--- src/rtl/regfile_wb_arbiter.sv ---
// Register-file write-port arbiter for the ALU and load/memory writeback sources.
// Round-robin grant, registered write port, and a per-register busy scoreboard for decode hazards.
module regfile_wb_arbiter #(
  parameter int XLEN = 64,
  parameter int NREG = 32,
  parameter int AW   = $clog2(NREG)
) (
  input  logic            clk,
  input  logic            rst,
  input  logic            alu_valid,
  input  logic [AW-1:0]   alu_rd,
  input  logic [XLEN-1:0] alu_data,
  output logic            alu_ready,
  input  logic            mem_valid,
  input  logic [AW-1:0]   mem_rd,
  input  logic [XLEN-1:0] mem_data,
  output logic            mem_ready,
  input  logic            issue_valid,
  input  logic [AW-1:0]   issue_rs1,
  input  logic [AW-1:0]   issue_rs2,
  input  logic [AW-1:0]   issue_rd,
  output logic            stall,
  output logic            rf_we,
  output logic [AW-1:0]   rf_rd,
  output logic [XLEN-1:0] rf_wdata,
  output logic [NREG-1:0] busy_vec
);

  // Handshake: a source holds valid/rd/data stable until it sees ready; a transfer
  // happens in any cycle where valid && ready, and ready never depends on rf_* state.
  typedef enum logic {SRC_ALU = 1'b0, SRC_MEM = 1'b1} src_e;

  src_e            r_last;
  logic            r_we;
  logic [AW-1:0]   r_rd;
  logic [XLEN-1:0] r_wdata;
  logic [NREG-1:0] r_busy;

  logic            w_issue_accept;
  logic [AW-1:0]   w_win_rd;
  logic [XLEN-1:0] w_win_data;
  logic            w_xfer;
  logic [NREG-1:0] w_busy_next;

  function automatic logic is_busy(input logic [NREG-1:0] v, input logic [AW-1:0] idx);
    return v[idx] && (idx != '0);
  endfunction

  // Ties go to the source that did not win the previous transfer.
  always_comb begin
    alu_ready = 1'b0;
    mem_ready = 1'b0;
    if (!rst) begin
      if (alu_valid && (!mem_valid || r_last == SRC_MEM)) alu_ready = 1'b1;
      else if (mem_valid)                                 mem_ready = 1'b1;
    end
  end

  always_comb begin
    w_xfer     = (alu_valid && alu_ready) || (mem_valid && mem_ready);
    w_win_rd   = alu_ready ? alu_rd   : mem_rd;
    w_win_data = alu_ready ? alu_data : mem_data;
  end

  always_comb begin
    stall = !rst && issue_valid &&
            (is_busy(r_busy, issue_rs1) || is_busy(r_busy, issue_rs2) ||
             is_busy(r_busy, issue_rd));
    w_issue_accept = issue_valid && !stall;
  end

  // Release first, then reserve, so a same-edge reservation of the committing register survives.
  always_comb begin
    w_busy_next = r_busy;
    if (r_we && r_rd != '0) w_busy_next[r_rd] = 1'b0;
    if (w_issue_accept && issue_rd != '0) w_busy_next[issue_rd] = 1'b1;
    w_busy_next[0] = 1'b0;
  end

  always_ff @(posedge clk) begin
    if (rst) begin
      r_last  <= SRC_MEM;
      r_we    <= 1'b0;
      r_rd    <= '0;
      r_wdata <= '0;
      r_busy  <= '0;
    end else begin
      r_busy <= w_busy_next;
      r_we   <= 1'b0;
      if (w_xfer) begin
        r_last <= alu_ready ? SRC_ALU : SRC_MEM;
        // x0 writebacks complete the handshake but never reach the register file.
        if (w_win_rd != '0) begin
          r_we    <= 1'b1;
          r_rd    <= w_win_rd;
          r_wdata <= w_win_data;
        end
      end
    end
  end

  assign rf_we    = r_we;
  assign rf_rd    = r_rd;
  assign rf_wdata = r_wdata;
  assign busy_vec = r_busy;

endmodule

--- config.mk ---
export PLATFORM = sky130hd
export DESIGN_NAME = regfile_wb_arbiter
export DESIGN_NICKNAME = d
export VERILOG_FILES = /design/src/rtl/regfile_wb_arbiter.sv
export SDC_FILE = /design/constraint.sdc
export NUM_CORES = 1
export LEC_CHECK = 0
export ABC_AREA = 0
export BUFFER_PORTS_ARGS = -buffer_cell sky130_fd_sc_hd__buf_2
export CORE_AREA = 2 2 109 111
export DETAILED_ROUTE_END_ITERATION = 7
export DIE_AREA = 0 0 111 113
export GPL_ROUTABILITY_DRIVEN = 0
export PLACE_DENSITY = 0.83
export SYNTH_ARGS = -nofsm -noshare
export SYNTH_HDL_FRONTEND = slang
export SYNTH_SLANG_ARGS = --single-unit
--- constraint.sdc ---
create_clock -name clk -period 7.6 [get_ports clk]
set_clock_uncertainty 0.2 [all_clocks]
set_input_delay 0 -clock clk [delete_from_list [all_inputs] [get_ports clk]]
set_output_delay 0 -clock clk [all_outputs]
set_load 0.05 [all_outputs]
==> results of run 1 <==
## cells in the mapped netlist (5+ instances only)
cell type	count	area (µm²)
clkbuf_1	50	187.7
buf_2	6	30.03
nand2_1	164	615.6
o21ai_0	21	105.1
a311oi_1	70	613.1
dfxtp_1	102	2042
o41ai_1	15	131.4
mux4_2	15	337.8
nor3b_1	5	37.54
nand3_1	12	60.06
nand2b_1	6	37.54
nor2_1	80	300.3
or4_1	6	45.04
o31ai_1	10	75.07
nand3b_1	20	150.1
mux2i_1	14	140.1
nor2b_1	25	156.4
## flip-flops by register name, summed over array words and instances (netlist names)
name      flops
rf_wdata     64
busy_vec     31
rf_rd         5
r_last        1
rf_we         1
## metal layers
layer,vias up,global-route usage
li1,3192,-
met1,3465,0.4287
met2,621,0.6495
met3,188,0.09588
met4,4,0.2933
met5,-,0
## logic make-up after synthesis
family          after synthesis
mux                          34
simple gates                337
other cells                   1
flops                       102
compound gates              135
buf+inv                      68
## power by group through the flow
stage | logic (W) | registers [W] | clock network (W)
finish | 0.000489 | 0.000603 | 0.000516
global placement | 0.000374 | 0.000608 | 0
detailed placement | 0.000378 | 0.000608 | 0
global route | 0.000510 | 0.000606 | 0.000531
floorplan | 0.000146 | 0.000730 | 0
CTS | 0.000455 | 0.000597 | 0.000509
## repair_timing
item	in CTS	in global routing
hold buffers	147	0
hold endpoints to repair	97	0
setup buffers	0	0
## area by class of cell
type,instances,area (µm²)
tap,143,178.9
sequential,102,2042
fill,693,2699
inverter,4,15.01
clock inverter,4,77.57
clock buffer,12,246.5
multi-input combinational,507,3208
antenna,1,2.502
timing repair buffer,411,2803
## critical path: stages, from the launching register on
cell           delay, ns
dfxtp_1             0.35
nand2b_1            0.11
nand3b_1            0.33
buf_4               0.46
o2bb2ai_4           0.67
buf_4               0.89
nor2_1              0.11
a311oi_1            0.43
dlygate4sd3_1       0.63
## worst min-delay path by stage
| stage | from | endpoint | cells after the start |
|---|---|---|---|
| after detailed placement | mem_valid | r_last$_SDFFE_PP1P_ | 3 |
| after CTS | issue_rd[0] | busy_vec[31]$_SDFF_PP0_ | 4 |
| after global placement | mem_valid | r_last$_SDFFE_PP1P_ | 3 |
| after floorplan | mem_valid | r_last$_SDFFE_PP1P_ | 2 |
| after global routing | issue_rd[0] | busy_vec[31]$_SDFF_PP0_ | 4 |
| final | issue_rd[0] | busy_vec[13]$_SDFF_PP0_ | 5 |
## cells in the final DEF (no fill, tap or decap), drive strengths merged, types with 10 or more instances in the layout
master	netlist	routed
a311oi	70	70
clkbuf	50	12
mux4	15	15
mux2i	14	14
buf	14	264
nand2	164	164
dlygate4sd3	0	147
nand3	12	12
nor2b	25	25
nor2	80	80
o31ai	10	10
o41ai	18	18
nand3b	20	20
dfxtp	102	102
o21ai	21	21
## per-stage QoR
step / setup WS, ns / instance area [µm²] / utilization / std cells / total power [W]
3_5_place_dp: 4.006 / 6775 / 0.6011 / 1020 / 0.0009865
6_report: 3.245 / 8573 / 0.7606 / 1184 / 0.001608
3_3_place_gp: 4.121 / 6775 / 0.6011 / 1020 / 0.0009820
4_1_cts: 3.667 / 8571 / 0.7604 / 1183 / 0.001560
2_1_floorplan: 4.736 / 5517 / - / 677 / 0.0008762
5_1_grt: 3.086 / 8573 / 0.7606 / 1184 / 0.001646
==> results by stage, run 1 <==
Routing:
- The final wirelength is 25180 µm.
- In the final routed layout, each cell accounts on average for 21.27 µm.
- The iteration-0 DRC count of the detailed router is between 700 and 800.
- The detailed-route via count is 7470.
- The wire length on met2 is 11780 µm.
- The wire length on met1 is 8745 µm.
- The detail route stage leaves a number of antenna-violating nets equal to 0.
- The highest layer touched by signal routing is met5.
- After detailed routing, the number of remaining DRC violations is 0.
- Before antenna repair, the detailed router went through 6 iterations.
- The wire length on met3 is 2560 µm.
- The detailed-route vias per instance is 6.309.

GRT:
- Entering global routing, the biggest net connects around 110 pins.
- The total track usage is 0.3882.
- The initial antenna violation count came to 3.
- The global-route wire length before repair is just under 40000 µm.
- The number of global-route vias before repair came to 7588.
- The total overflow left after global routing is 0.

Power:
- The cell area power density is 187.6 nW/µm².
- Internal power comes to 0.001046 W.
- In this run the power spent charging and discharging nets is 0.0005620 W.
- The sequential share of power is 0.375.
- The part of the power in the clock network is 0.321.
- Of the total power, combinational logic draws 0.304.
- Of the total power, the share spent switching nets is 0.3494.
- The largest vdd supply drop is 117.6 µV.
- In this run the static leakage power is 3.928 nW.

Synthesis:
- A synthesized cell averages 8.149 µm².
- Of the total synthesized cell area, the portion taken by XOR and XNOR cells is 0.
- The simple-gate area share of the yosys netlist is 0.2797.
- The post-synthesis instance area is 5517 µm².
- The fraction of synthesized area in multiplexers is 0.09685.
- The number of warnings printed during yosys synthesis is 0.
- The adder and majority cell fraction of the synthesized area is 0.
- The sequential cell area fraction in the yosys report is 0.3702.
- The combinational family with the most area after synthesis is simple AND/OR/NAND/NOR gates.
- Counting flops with a built-in enable in the synthesized netlist gives 0.
- The fraction of the mapped netlist area in compound gates is 0.2010.
- After synthesis the netlist holds a flip-flop and latch count of about 100.
- The primary flip-flop cell chosen by synthesis mapping is dfxtp_1.
- Synthesis produced a netlist whose cell count is 677.
- The fraction of synthesis flops using an asynchronous set or reset pin is 0.
- The number of library cell types mapped by synthesis is 47.
- The net count of the mapped netlist is 835.

STA:
- The final setup TNS is 0 ns.
- The count of endpoints failing hold in the final timing report is 0.
- The final-layout worst hold slack is 0.05082 ns.
- Of the available clock period, the critical path in the final layout requires 0.5730.
- The max-slew violation count is 0.
- Setup violations remaining at the end of the flow were counted as 0.
- The peak clock frequency supported by timing is 229.6 MHz.
- Setup repair after global routing left no endpoint under its margin.
- The transition time at the pin with the least slew margin is roughly 1.2 ns.
- The shortest period the worst path allows is 4.355 ns.
- The worst relative slew slack is 0.2131.

Worst setup path:
- In this run the critical register-to-register path is captured at rf_wdata[22]$_SDFFE_PP0P_.
- The setup slack of the worst register-to-register path is 3.25 ns.
- The data arrival at the endpoint of the critical path is approximately 4.5 ns.
- For the worst setup path, the data required time is about 7.7 ns.
- The critical path endpoint is rf_wdata[22]$_SDFFE_PP0P_.
- In this run the critical register-to-register path is launched from r_last$_SDFFE_PP1P_.
- The nature of the critical path endpoint is a register.
- The origin of the worst setup path is r_last$_SDFFE_PP1P_.
- The critical path is of the reg -> reg type.
- The startpoint type of the worst setup path is a register.
- The worst reg-to-reg path cell count is 8.
- In this run the worst path has a maximum fanout of between 100 and 150.

Clock network:
- Clock tree synthesis found a total of 102 sinks.
- TritonCTS built the clock tree.
- The clock root buffer master is clkbuf_16.
- The maximum count of clock buffers along a single path is 2.
- Counting the buffers created by CTS gives 9.
- The number of cells upsized or downsized after cts is 0.
- In this run the number of H-tree levels came out at 3.
- At the later pin of the worst-skew pair, clock insertion delay measures 0.35 ns.
- The clock-pin transition on the worst setup and hold timing paths is 0.07 ns.

Floorplan:
- The die is 111 µm wide.
- The die covers 12540 µm².
- The initial utilization of the core area, before any placement, comes to 0.4894.
- The number of rows created at floorplan is 39.
- For this design the top-level I/O count stands at 263.
- The core region area is 11270 µm².
- The die is 113 µm tall.

Placement:
- The HPWL reported at the end of detailed placement is between 10000 and 15000 µm.
- The number of I/O port buffers is 261.

Finish:
- Of the cells placed in the final design, the portion with a size suffix greater than 1 is 0.2933.
- From synthesis to final layout, the design area changed by 55.41%.
- In the final design database the tool counted 1193 nets.

Min path:
- The type of the tightest min-delay check is in -> reg.

Job:
- The number of max-cap violations is 0.

Status:
- The flow ran to the end, and the final reports show no timing, DRC or antenna violations.
No activity file was read; power rests on OpenSTA's default activity.
==> inputs of run 2 (changes only) <==
--- a/config.mk
+++ b/config.mk
@@ -7,11 +7,11 @@
 export LEC_CHECK = 0
 export ABC_AREA = 0
 export BUFFER_PORTS_ARGS = -buffer_cell sky130_fd_sc_hd__buf_2
-export CORE_AREA = 2 2 109 111
+export CORE_AREA = 2 2 118 120
 export DETAILED_ROUTE_END_ITERATION = 7
-export DIE_AREA = 0 0 111 113
+export DIE_AREA = 0 0 120 122
 export GPL_ROUTABILITY_DRIVEN = 0
-export PLACE_DENSITY = 0.83
+export PLACE_DENSITY = 0.75
 export SYNTH_ARGS = -nofsm -noshare
 export SYNTH_HDL_FRONTEND = slang
 export SYNTH_SLANG_ARGS = --single-unit
==> constraint.sdc (replaced) <==
create_clock -name clk -period 4 [get_ports clk]
set_clock_uncertainty 0.2 [all_clocks]
set_input_delay 0 -clock clk [delete_from_list [all_inputs] [get_ports clk]]
set_output_delay 0 -clock clk [all_outputs]
set_load 0.05 [all_outputs]
==> results by stage, run 2 (synthesized netlist as in run 1, its figures left out) <==
GRT:
- The pin count of the biggest net entering global routing was 60 (was 107).
- The aggregate global routing overflow is 0 (unchanged).
- The initial antenna violation count is 1 (was 3).
- The met2 track demand over resource in global routing came to 0.5447 (was 0.6495).
- The total track usage was 0.3160 (was 0.3882).
- The met1 track demand over resource is 0.3547 (was 0.4287).
- The global-route wire length before repair is 36580 µm (was 39210 µm).
- The number of global-route vias before repair was 7195 (was 7588).
- The busiest layer in global routing is met2 (unchanged).
- The met3 routing resource usage after global routing is 0.06695 (was 0.09588).

Routing:
- The iteration-0 DRC count of the detailed router is 666 (was 720).
- The detailed-route vias per instance is 5.792 (was 6.309).
- The detailed-route via count is 7113 (was 7470).
- The number of nets with antenna violations after detailed routing is 0 (unchanged).
- The final wirelength is 23820 µm (was 25180 µm).
- The final routed wire length divided by cell count came to 19.40 µm (was 21.27 µm).
- The count of unresolved DRC violations after routing came to 0 (unchanged).
- The iteration count of the initial detailed-routing pass is 5 (was 6).

Clock network:
- The CTS buffer count is 9 (unchanged).
- The number of cells upsized or downsized after cts came to 0 (unchanged).
- The clock-pin transition on the worst setup and hold timing paths is 0.07 ns (about the same).
- The TritonCTS clock tree is done (unchanged).
- The total clock sinks is 102 (unchanged).
- The clock insertion delay at the later pin of the skew report is 0.35 ns (about the same).
- The clock root buffer master is clkbuf_16 (unchanged).
- The maximum count of clock buffers along a single path is 2 (unchanged).
- The H-tree depth reported by CTS is 3 (unchanged).

Worst setup path:
- The cell with the largest stage delay on the worst path is inv_2 (was buf_4).
- The highest cell delay on the worst timing path was 0.69 ns (was 0.89 ns).
- The startpoint type of the worst setup path is a register (unchanged).
- The critical path class is reg -> reg (unchanged).
- The origin of the worst setup path is r_last$_SDFFE_PP1P_ (unchanged).
- The nature of the critical path endpoint was a register (unchanged).
- The most numerous cell on the critical path was buf_4 (unchanged).
- The startpoint of the most critical register-to-register path is r_last$_SDFFE_PP1P_ (unchanged).
- The maximum net fanout on the critical path was 51 (was 106).
- Cells traversed along the worst timing path: nand2b_1 > nand3b_1 > buf_4 > inv_2 > buf_4 > nand2_1 > a311oi_1 > dlygate4sd3_1 (was nand2b_1 > nand3b_1 > buf_4 > o2bb2ai_4 > buf_4 > nor2_1 > a311oi_1 > dlygate4sd3_1).
- The required arrival time at the worst endpoint is 4.10 ns (was 7.69 ns).
- The data arrival at the endpoint of the critical path was 3.33 ns (was 4.45 ns).

Min path:
- The start point of the worst min-delay path was rst (was issue_rd[0]).
- The type of the tightest min-delay check is in -> reg (unchanged).

STA:
- The count of endpoints failing setup in the final report is 0 (unchanged).
- The count of endpoints failing hold in the final timing report is 0 (unchanged).
- The final clock period utilization by the worst path came to 0.8076 (was 0.5730).
- Unrepaired setup endpoints after global routing: no (unchanged).
- The final setup TNS is 0 ns (unchanged).
- The max-slew violation count is 0 (unchanged).
- The peak clock frequency supported by timing is 309.6 MHz (was 229.6 MHz).
- The transition time at the pin with the least slew margin came to 0.9217 ns (was 1.180 ns).
- The final worst-path setup slack is 0.7696 ns (was 3.245 ns).
- The shortest period the worst path allows is 3.230 ns (was 4.355 ns).
- The worst relative slew slack is 0.3847 (was 0.2131).

Finish:
- The number of flip-flops under the largest register name is 64 (unchanged).
- The most common cell after layout, fill and taps aside was buf_2 (unchanged).
- The final instance area came to 8688 µm² (was 8573 µm²).
- The area growth from synthesis to layout was 57.50% (was 55.41%).
- Most used cells in the layout excluding fill and tap cells: 260 x buf_2, 164 x nand2_1, 149 x dlygate4sd3_1 (was 260 x buf_2, 164 x nand2_1, 147 x dlygate4sd3_1).
- The layout net count is 1200 (was 1193).
- The fill cell total of the finished layout was 1013 (was 693).
- The total area of sequential cells is 2042 µm² (unchanged).
- The fraction of layout instances using a drive strength above 1 is 0.2970 (was 0.2933).
- The multi-input combinational cell area was 3208 µm² (unchanged).
- The final core utilization is 0.6434 (was 0.7606).

Placement:
- The post-placement cell area is 6884 µm² (was 6775 µm²).
- The worst slack after detailed placement is 1.211 ns (was 4.006 ns).
- The number of I/O port buffers came to 261 (unchanged).
- The HPWL reported at the end of detailed placement is 14120 µm (was 13260 µm).

Floorplan:
- The area enclosed by the die boundary is 14640 µm² (was 12540 µm²).
- The number of placed I/O pins came to 263 (unchanged).
- The core region area is 13500 µm² (was 11270 µm²).
- The die extent in x was 120 µm (was 111 µm).
- The die boundary height came to 122 µm (was 113 µm).
- The number of rows created at floorplan is 43 (was 39).
- The initial standard-cell utilization of the core came to 0.4085 (was 0.4894).

Job:
- The number of max-cap violations came to 0 (unchanged).

Status:
- Status: finished, final reports clean (unchanged).

Power:
- The static leakage came to 3.953 nW (was 3.928 nW).
- The cell area power density came to 344.5 nW/µm² (was 187.6 nW/µm²).
- The largest vdd supply drop was 195.9 µV (was 117.6 µV).
[run 2: per-layer routing]
metal | share of wire | up-vias
met5 | 0 | -
met4 | 0.065 | 0
met3 | 0.087 | 123
met2 | 0.49 | 490
met1 | 0.36 | 3302
li1 | - | 3198
[run 2: repair_timing]
item / CTS / global route
hold buffers: 149 / 0
hold endpoints to repair: 96 / 0
setup buffers: 0 / 0
[run 2: metrics by stage]
stage          total power [W]  instances  hold slack [ns]
6_report              0.002993       1228         0.007471
2_1_floorplan         0.001665        677         -0.06265
5_1_grt               0.003100       1228          0.03722
3_3_place_gp          0.001886       1062          0.05947
3_5_place_dp          0.001893       1062          0.06896
4_1_cts               0.002952       1227         0.001252
[run 2: worst max-delay path: cells and delay by family (launching register included)]
kind	cells	cell delay (ns)
compound gates	1	0.37
buf+inv	4	1.92
flops	1	0.35
simple gates	3	0.32
[run 2: where the power goes]
group | internal, W | switching (W)
Clock | 0.000523 | 0.000408
Combinational | 0.000341 | 0.000584
Sequential | 0.00109 | 0.0000515
Total | 0.00195 | 0.00104
[run 2: layout make-up]
class / instances / area share
clock inverter: 4 / 0.006192
sequential: 102 / 0.2350
multi-input combinational: 507 / 0.3692
clock buffer: 12 / 0.02952
antenna: 1 / 0.0002880
timing repair buffer: 418 / 0.3321
inverter: 4 / 0.001728
tap: 180 / 0.02592
[run 2: path summary, 6_finish.rpt]
check,slack (ns),cells after the start,end
setup / recovery,0.77,8,rf_wdata[22]$_SDFFE_PP0P_
hold / removal,0.007,3,busy_vec[2]$_SDFF_PP0_
setup reg to reg,0.77,8,rf_wdata[22]$_SDFFE_PP0P_
hold reg to reg,0.35,2,busy_vec[16]$_SDFF_PP0_
